[src/rtl/uart_tx_engine_p_pkg.sv]
// -----------------------------------------------------------------------------
// uart_tx_engine_p_pkg
// Shared definitions for the UART transmit engine:
//   - default DATA_W / STOP_BITS / BAUD_W values
//   - IDLE/SHIFT state constants
//   - frame_len() helper: total bits per frame (start + data + bit9 + bit10 + stops)
// -----------------------------------------------------------------------------
package uart_tx_engine_p_pkg;

    localparam int DEF_DATA_W    = 8;
    localparam int DEF_STOP_BITS = 1;
    localparam int DEF_BAUD_W    = 19;

    localparam logic [0:0] ST_IDLE  = 1'b0;
    localparam logic [0:0] ST_SHIFT = 1'b1;

    // Start bit + (data_w-1) data bits + bit9 + bit10 + stop bits.
    function automatic int frame_len(input int data_w, input int stop_bits);
        return data_w + 2 + stop_bits;
    endfunction

endpackage

[src/rtl/uart_tx_engine_p_parity.sv]
// -----------------------------------------------------------------------------
// tx_parity_gen
// Combinational decode of the two bits that follow the low DATA_W-1 data bits.
// Ports:
//   i_eight  : 1 = full DATA_W word, 0 = short (DATA_W-1 bits)
//   i_pen    : parity enable
//   i_ohel   : 0 = even parity, 1 = odd parity
//   i_ldata  : word being sent
//   o_bit9   : data MSB, parity, or mark depending on mode
//   o_bit10  : parity or mark depending on mode
// -----------------------------------------------------------------------------
module tx_parity_gen #(
    parameter int DATA_W = 8
) (
    input  logic              i_eight,
    input  logic              i_pen,
    input  logic              i_ohel,
    input  logic [DATA_W-1:0] i_ldata,
    output logic              o_bit9,
    output logic              o_bit10
);

    // Even parity is the XOR of the covered bits; odd parity inverts it.
    function automatic logic parity_bit(input logic [DATA_W-1:0] d, input logic odd);
        return (^d) ^ odd;
    endfunction

    logic w_p_short;
    logic w_p_full;

    // Short mode covers only the low DATA_W-1 bits; the MSB is masked to zero.
    assign w_p_short = parity_bit({1'b0, i_ldata[DATA_W-2:0]}, i_ohel);
    assign w_p_full  = parity_bit(i_ldata, i_ohel);

    // Select bit9/bit10 from the mode bits; mark (1) wherever nothing else applies.
    always_comb begin
        o_bit9  = 1'b1;
        o_bit10 = 1'b1;
        case ({i_eight, i_pen})
            2'b00: begin
                o_bit9  = 1'b1;
                o_bit10 = 1'b1;
            end
            2'b01: begin
                o_bit9  = w_p_short;
                o_bit10 = 1'b1;
            end
            2'b10: begin
                o_bit9  = i_ldata[DATA_W-1];
                o_bit10 = 1'b1;
            end
            2'b11: begin
                o_bit9  = i_ldata[DATA_W-1];
                o_bit10 = w_p_full;
            end
            default: begin
                o_bit9  = 1'b1;
                o_bit10 = 1'b1;
            end
        endcase
    end

endmodule

[src/rtl/uart_tx_engine_p.sv]
// -----------------------------------------------------------------------------
// uart_tx_engine_p
// UART transmit engine: on a load handshake latches a word plus frame config,
// builds the frame (start, data, bit9, bit10, stop bits) and shifts it out
// LSB-first, each bit held for max(baud_k,1) clocks.
// Ports:
//   clk     : system clock, rising edge
//   reset   : synchronous, active-high
//   baud_k  : clocks per bit (0 treated as 1)
//   eight   : 1 = DATA_W data bits, 0 = DATA_W-1
//   pen     : parity enable
//   ohel    : 0 = even, 1 = odd parity
//   ldata   : word to send
//   load    : request, accepted only while txrdy=1
//   tx      : serial line, idle high
//   txrdy   : idle / ready for load
//   done    : one-cycle pulse at frame end
// -----------------------------------------------------------------------------
module uart_tx_engine_p
    import uart_tx_engine_p_pkg::*;
#(
    parameter int DATA_W    = DEF_DATA_W,
    parameter int STOP_BITS = DEF_STOP_BITS,
    parameter int BAUD_W    = DEF_BAUD_W
) (
    input  logic              clk,
    input  logic              reset,
    input  logic [BAUD_W-1:0] baud_k,
    input  logic              eight,
    input  logic              pen,
    input  logic              ohel,
    input  logic [DATA_W-1:0] ldata,
    input  logic              load,
    output logic              tx,
    output logic              txrdy,
    output logic              done
);

    localparam int N  = frame_len(DATA_W, STOP_BITS);
    localparam int CW = $clog2(N + 1);
    localparam logic [CW-1:0] LAST_BIT = CW'(N - 1);

    logic [0:0]        r_state;
    logic [N-1:0]      r_shift;
    logic [BAUD_W-1:0] r_baud_cnt;
    logic [BAUD_W-1:0] r_kmax;
    logic [CW-1:0]     r_bit_cnt;
    logic              r_txrdy;
    logic              r_done;

    logic              w_bit9;
    logic              w_bit10;
    logic [N-1:0]      w_frame;
    logic              w_accept;
    logic [BAUD_W-1:0] w_kmax;
    logic              w_baud_wrap;
    logic              w_last_bit;

    tx_parity_gen #(
        .DATA_W (DATA_W)
    ) u_parity (
        .i_eight (eight),
        .i_pen   (pen),
        .i_ohel  (ohel),
        .i_ldata (ldata),
        .o_bit9  (w_bit9),
        .o_bit10 (w_bit10)
    );

    // Frame image, LSB is the first bit on the wire (start bit).
    assign w_frame  = {{STOP_BITS{1'b1}}, w_bit10, w_bit9, ldata[DATA_W-2:0], 1'b0};
    assign w_accept = load & r_txrdy;

    // Terminal baud count is k-1, with baud_k=0 behaving like baud_k=1.
    assign w_kmax = (baud_k == {BAUD_W{1'b0}}) ? {BAUD_W{1'b0}} : (baud_k - BAUD_W'(1));

    // Compare with >= so a corrupted counter still reaches a boundary / IDLE.
    assign w_baud_wrap = (r_baud_cnt >= r_kmax);
    assign w_last_bit  = (r_bit_cnt >= LAST_BIT);

    // tx is taken straight from the shift register so it is a registered output.
    assign tx    = r_shift[0];
    assign txrdy = r_txrdy;
    assign done  = r_done;

    // IDLE/SHIFT sequencer with baud timer, bit counter and serializer.
    always_ff @(posedge clk) begin
        if (reset) begin
            r_state    <= ST_IDLE;
            r_shift    <= {N{1'b1}};
            r_baud_cnt <= {BAUD_W{1'b0}};
            r_kmax     <= {BAUD_W{1'b0}};
            r_bit_cnt  <= {CW{1'b0}};
            r_txrdy    <= 1'b1;
            r_done     <= 1'b0;
        end else begin
            case (r_state)
                ST_IDLE: begin
                    r_done <= 1'b0;
                    if (w_accept) begin
                        r_state    <= ST_SHIFT;
                        r_shift    <= w_frame;
                        r_kmax     <= w_kmax;
                        r_baud_cnt <= {BAUD_W{1'b0}};
                        r_bit_cnt  <= {CW{1'b0}};
                        r_txrdy    <= 1'b0;
                    end else begin
                        r_shift <= {N{1'b1}};
                        r_txrdy <= 1'b1;
                    end
                end
                ST_SHIFT: begin
                    r_done <= 1'b0;
                    if (w_baud_wrap) begin
                        r_baud_cnt <= {BAUD_W{1'b0}};
                        if (w_last_bit) begin
                            // Frame complete: line back to mark, ready raised, done pulsed.
                            r_state   <= ST_IDLE;
                            r_shift   <= {N{1'b1}};
                            r_bit_cnt <= {CW{1'b0}};
                            r_txrdy   <= 1'b1;
                            r_done    <= 1'b1;
                        end else begin
                            r_shift   <= {1'b1, r_shift[N-1:1]};
                            r_bit_cnt <= r_bit_cnt + CW'(1);
                        end
                    end else begin
                        r_baud_cnt <= r_baud_cnt + BAUD_W'(1);
                    end
                end
                default: begin
                    r_state <= ST_IDLE;
                    r_shift <= {N{1'b1}};
                    r_txrdy <= 1'b1;
                    r_done  <= 1'b0;
                end
            endcase
        end
    end

endmodule
[config.mk]
export PLATFORM = sky130hd
export DESIGN_NAME = uart_tx_engine_p
export DESIGN_NICKNAME = d
export VERILOG_FILES = /design/src/rtl/uart_tx_engine_p_pkg.sv /design/src/rtl/uart_tx_engine_p_parity.sv /design/src/rtl/uart_tx_engine_p.sv
export SDC_FILE = /design/constraint.sdc
export NUM_CORES = 1
export LEC_CHECK = 0
export BUFFER_PORTS_ARGS = -buffer_cell sky130_fd_sc_hd__buf_2
export CAP_MARGIN = 40
export CORE_MARGIN = 2
export CORE_UTILIZATION = 45
export CTS_CLUSTER_SIZE = 25
export DETAILED_ROUTE_END_ITERATION = 7
export SYNTH_ARGS = -nofsm -noshare
export SYNTH_HDL_FRONTEND = slang
export SYNTH_HIERARCHICAL = 1
export SYNTH_SLANG_ARGS = --single-unit
[constraint.sdc]
create_clock -name clk -period 2.4 [get_ports clk]
set_input_delay 0.24 -clock clk [delete_from_list [all_inputs] [get_ports clk]]
set_output_delay 0.24 -clock clk [all_outputs]
set_load 0.005 [all_outputs]
==> reports/metrics.cfg, run 1 <==
[outcome]
status = completed

[worst_setup_path]
critPathCaptureType = register
cp_max_fo = 5
critPathKind = reg -> reg
reg2reg_slack_ns = 0.09
critPathArrivalTime_ns = 2.56
worstPathRequired_ns = 2.65
critPathLaunchType = register

[grt]
grt_overflow = 0
grt_pass1_wl_microns = 12510
use_met1 = 0.2849
grt-busiest-layer = met2
antenna_found_initial = 0
track_usage = 0.1993
grt_max_degree = 24
grt_pass1_vias = 2721
met3_usage = 0.03324
grtUsageMet2 = 0.3087

[timing]
period_share = 0.9643
slew_headroom = 0.4995
worst_pin_slew_ns = 0.7508
finalClockSkew_ns = 0.01118
setup_viol = 0
hold_viol = 0
fmax_mhz = 432.1
period_minus_slack_ns = 2.314
setup_slack_ns = 0.08576
timing.hold.ws_ns = 0.2406
report.final.slew_viol_count = 0

[cts]
cts.clk_slew.worst_paths_ns = 0.10
postCtsHoldBufs = 0
cts_buffers = 5
htree_levels = 2
cts_tree = built
cts_root_buf = clkbuf_8
clk_latency_ns = 0.32
clock-sinks = 55
clock_path_buffers = 2

[yosys]
synth_ff_type = dfxtp_1
seq_area_frac_synth = 0.3382
synth_area_leader_cell = dfxtp_1
synthTopCellsByCount = 55 x dfxtp_1, 41 x nand2_1, 32 x inv_1
avgSynthCellArea_sq_um = 8.263
synth_most_common_cell = dfxtp_1
synth_fp_nets = 450
synth_edf_count = 0
ys_seq_elements = 55
syn-cell-area_sq_mm = 0.003256
postSynthCellCount = 394
ys_types = 51
async_flop_share = 0
synth_top_cell_area_share = 0.3382
synth_warnings = 6
synth_area_leaders = dfxtp_1 34%, ha_1 8.8%, xnor2_1 5.1%

[layout]
instances_no_fill = 537
final_area_sq_mm = 0.003846
fin_nets = 493
diodes = 0
layout-drive-gt1-share = 0.2032
area_growth_pct = 18.14
fillers = 680

[placement]
dp_hpwl_microns = 5559
placed_cells = 526
place_congestion = 0.8400
post-place-ws_ns = 0.05014
placed_cell_area_sq_mm = 0.003586
port_buffers = 35

[worst_hold_path]
hp-class = in -> reg

[power_and_ir_drop]
total_power_uw = 2316
max-vdd-ir-drop_uv = 350.9
leakagePower_uw = 0.001541
pwr_density_cell_mw_per_mm2 = 602.2

[drt]
routed_via_density = 5.363
firstDrtPassIters = 4
vias = 2880
wl_per_cell_microns = 13.90
drtAntennaViolNets = 0
drc = 0
wirelength_microns = 7465
drt_iter0_drc = 102

[run]
drv_cap = 0

[floorplan]
start_util = 0.4562
dieArea_sq_mm = 0.007931
die_h_microns = 89.06
core.rowCount = 31
die_w_microns = 89.06
coreArea_sq_mm = 0.007137
ios = 36

[per-layer routing]
layer  vias to the layer above  routed length [microns]
met5                         -                        0
met4                         0                       97
met3                         6                      176
met2                        40                     3425
met1                      1333                     3766
li1                       1501                        -
[flip-flops by register name, indices dropped and copies added, names as in the netlist]
name,count
txrdy,1
r_bit_cnt,4
r_shift,10
r_baud_cnt,19
done,1
r_state,1
r_kmax,19
[cell usage in the layout, fill, tap and decap left out, drive strengths merged, types with 9 or more instances in the layout]
cell / Yosys / routed
dfxtp: 55 / 55
inv: 32 / 32
o21ai: 29 / 29
nor2: 32 / 32
nand2: 41 / 41
a21oi: 25 / 25
xnor2: 19 / 19
ha: 23 / 23
o211ai: 9 / 9
buf: 4 / 50
a22oi: 14 / 14
[final timing paths]
| check | start | end | cells past startpoint |
|---|---|---|---|
| max reg2reg | r_baud_cnt[15] | r_bit_cnt[2] | 7 |
| min reg2reg | r_kmax[18] | r_kmax[18] | 2 |
| max | r_baud_cnt[15] | r_bit_cnt[2] | 7 |
| min | baud_k[13] | r_kmax[13] | 3 |
[kinds of logic (layout without fill, tap and decap cells)]
logic type | count (synthesis) | after routing | synth area share
compound gates | 105 | 105 | 0.2145
xor+xnor | 24 | 24 | 0.06457
fa+ha+maj | 23 | 23 | 0.08839
buf+inv | 47 | 90 | 0.05726
flops | 55 | 55 | 0.3382
mux | 1 | 1 | 0.003075
simple gates | 139 | 140 | 0.2341
[timing repair]
| item | 4_1_cts | 5_1_grt |
|---|---|---|
| resized for setup | 0 | 12 |
| endpoints found under the setup margin | 0 | 11 |
| buffers inserted | 0 | 2 |
[critical path, cell delays in order (launching register included)]
cell     delay (ns)
dfxtp_1        0.38
ha_4           0.30
nand4_4        0.13
nor4_4         0.41
a22oi_2        0.14
and4_4         0.22
or4b_1         0.52
a21oi_2        0.14
[through the flow]
step | TNS, ns | utilization
after floorplan | 0 | -
after global placement | 0 | 0.5025
after detailed placement | 0 | 0.5025
after CTS | 0 | 0.5216
after global routing | -0.02353 | 0.5389
final | 0 | 0.5389
[where the power goes]
part	switching (uW)	internal (uW)	total [uW]	leakage, uW
combinational	318	234	552	0.00103
clock	320	416	737	0.0000644
sequential	46.4	981	1030	0.000449
[layout make-up]
type	instances	area, sq um	share of cell area
Clock buffer	5	68.82	0.01789
Tap cell	99	123.9	0.03221
Sequential cell	55	1102	0.2866
Multi-Input combinational cell	293	2076	0.5397
Inverter	32	120.1	0.03123
Clock inverter	3	67.56	0.01757
Timing Repair Buffer	50	287.8	0.07482
No activity file was read; power rests on OpenSTA's default activity.
==> inputs of run 2 (changes only) <==
==> constraint.sdc (replaced) <==
create_clock -name clk -period 2.2 [get_ports clk]
set_input_delay 0.22 -clock clk [delete_from_list [all_inputs] [get_ports clk]]
set_output_delay 0.22 -clock clk [all_outputs]
set_load 0.005 [all_outputs]
==> run 2 against run 1 <==
  * The flow now finishes with violations (setup timing)
  * Final cell count grew 5.8%
  * Via count is 5.2% higher
  * Fmax is 2.5% higher
  * Hold slack worse by 0.035 ns
  * Clock-buffer cell count unchanged
==> reports/metrics.cfg, run 2 (synthesized netlist as in run 1, its figures left out) <==
[worst_setup_path]
cp_max_fo = 5  ; unchanged
reg2reg_depth = 12  ; +5
critPathArrivalTime_ns = 2.48  ; -0.08 ns
critPathKind = reg -> reg
critPathLaunch = r_kmax[17]
worstPathRequired_ns = 2.42  ; -0.23 ns
r2r_start = r_kmax[17]
endpoint = r_baud_cnt[12]
reg2reg_slack_ns = -0.06  ; -0.14 ns
critPathLaunchType = register
r2r-end = r_baud_cnt[12]
critPathCaptureType = register

[layout]
layout-drive-gt1-share = 0.3603  ; +0.1571
area_growth_pct = 32.40
most-common-layout-cells = 39 x nand2_1, 39 x buf_4, 35 x buf_2
fin_nets = 524  ; +6.3%
final_area_sq_mm = 0.004310  ; +12%
fin_util = 0.6040  ; +0.06504
top_regs = r_baud_cnt x19, r_kmax x19, r_shift x10
diodes = 0  ; unchanged

[power_and_ir_drop]
intPower_uw = 1891  ; +16%
p_seq_frac = 0.418  ; -0.025
max-vdd-ir-drop_uv = 274.8  ; -22%
p_switching_uw = 800.4  ; +17%
swShare = 0.2974  ; +0.001743
pwr_density_cell_mw_per_mm2 = 624.3  ; +3.7%
leakagePower_uw = 0.001753  ; +14%
p_clk_frac = 0.301  ; -0.017
combinationalPowerShare = 0.281  ; +0.043

[drt]
drtAntennaViolNets = 0  ; unchanged
drc = 0  ; unchanged
wl_per_cell_microns = 14.24  ; +2.4%
drt_iter0_drc = 111  ; +8.8%
routed_via_density = 5.333  ; -0.57%
firstDrtPassIters = 4  ; unchanged
vias = 3029  ; +5.2%
wirelength_microns = 8089  ; +8.4%

[cts]
htree_levels = 2  ; unchanged
cts_buffers = 5  ; unchanged
cts_root_buf = clkbuf_8
cts.clk_slew.worst_paths_ns = 0.10  ; about the same
clock_path_buffers = 2  ; unchanged
clock-sinks = 55  ; unchanged
clk_latency_ns = 0.32  ; about the same
cts_tree = built

[timing]
slew_headroom = 0.5081  ; +0.008593
period_share = 1.027  ; +0.06243
period_minus_slack_ns = 2.259  ; -0.05551 ns
worst_pin_slew_ns = 0.7352  ; -0.01561 ns
finalClockSkew_ns = 0.007933  ; -0.003243 ns
report.final.slew_viol_count = 0  ; unchanged
hold_viol = 0  ; unchanged
setup_viol = 9  ; +9
setup_slack_ns = -0.05873  ; -0.1445 ns
rsz0062_at_grt = true
fmax_mhz = 442.7  ; +2.5%

[floorplan]
die_h_microns = 89.06  ; unchanged
die_w_microns = 89.06  ; unchanged
core.rowCount = 31  ; unchanged
coreArea_sq_mm = 0.007137  ; unchanged
ios = 36  ; unchanged
dieArea_sq_mm = 0.007931  ; unchanged
start_util = 0.4562  ; unchanged

[placement]
dp_hpwl_microns = 5812  ; +4.6%
port_buffers = 35  ; unchanged
placed_cell_area_sq_mm = 0.003749  ; +4.5%
place_congestion = 0.7779  ; -7.4%

[outcome]
violations = setup timing
status = finished with violations

[grt]
grt_max_degree = 24  ; unchanged
grt_pass1_vias = 2709  ; -0.44%
antenna_found_initial = 0  ; unchanged
grt_overflow = 0  ; unchanged
track_usage = 0.2030  ; +0.003684
grt_pass1_wl_microns = 12620  ; +0.89%

[worst_hold_path]
hp-class = in -> reg

[run]
drv_cap = 0  ; unchanged

==> run 2: cell count changes in the layout (fill, tap and decap cells not counted), sizes merged <==
cell	change
and4	-1
buf	+30
clkbuf	+2
==> run 2: final cells by class <==
cell class	instances	area, sq um
Multi-Input combinational cell	292	2202
Fill cell	642	2826
Timing Repair Buffer	82	594.3
Clock buffer	5	68.82
Sequential cell	55	1134
Inverter	32	120.1
Tap cell	99	123.9
Clock inverter	3	67.56
==> run 2: how the worst min path moves through the flow <==
stage / slack, ns / endpoint / startpoint / cells past startpoint
after floorplan: 0.35 / txrdy / reset / 1
after global placement: 0.44 / r_kmax[17] / r_kmax[17] / 2
after detailed placement: 0.45 / r_kmax[13] / r_kmax[13] / 2
after CTS: 0.21 / r_kmax[13] / baud_k[13] / 3
after global routing: 0.23 / r_kmax[13] / baud_k[13] / 3
final: 0.21 / r_kmax[13] / baud_k[13] / 3
==> run 2: through the flow <==
step / setup WS (ns) / hold WS [ns] / TNS [ns] / cells / total power, uW
floorplan: 0.07161 / 0.3523 / 0 / 394 / 1532
global placement: -0.06198 / 0.4394 / -0.1553 / 546 / 1721
detailed placement: -0.1656 / 0.4469 / -1.147 / 546 / 1740
CTS: 0.0004328 / 0.2143 / 0 / 556 / 2586
global route: -0.1296 / 0.2339 / -1.167 / 568 / 2822
finish: -0.05873 / 0.2055 / -0.3315 / 568 / 2691
==> run 2: power groups by stage <==
stage	Sequential, uW	Clock [uW]	Combinational, uW
after global routing	1140	858	828
after detailed placement	1140	0	599
after floorplan	1130	0	405
after CTS	1120	818	647
final	1130	810	755
after global placement	1140	0	582
==> run 2: worst max-delay path, cell delays in order (launching register included) <==
cell and delay (ns):
dfxtp_2 0.35, inv_2 0.05, ha_4 0.27, nand4_4 0.11, nor4_4 0.36, a31oi_2 0.16, buf_4 0.16, nand4_1 0.08
buf_6 0.13, buf_6 0.11, clkbuf_16 0.13, o21ai_0 0.08, a21o_1 0.17
==> run 2: metal layers <==
metal / GRT usage / vias to the layer above / share of wire
li1: - / 1556 / -
met1: 0.2842 / 1420 / 0.48
met2: 0.3358 / 43 / 0.48
met3: 0.02955 / 10 / 0.030
met4: 0.04071 / 0 / 0.011
met5: 0 / - / 0
==> run 2: repair_timing <==
item / in CTS / in global routing
pin swaps: 8 / 18
buffers inserted: 2 / 9
hold buffers: 0 / 0
setup endpoints to repair: 15 / 31
gates cloned: 0 / 3
resized for setup: 17 / 57
endpoints found under the hold margin: 0 / 0
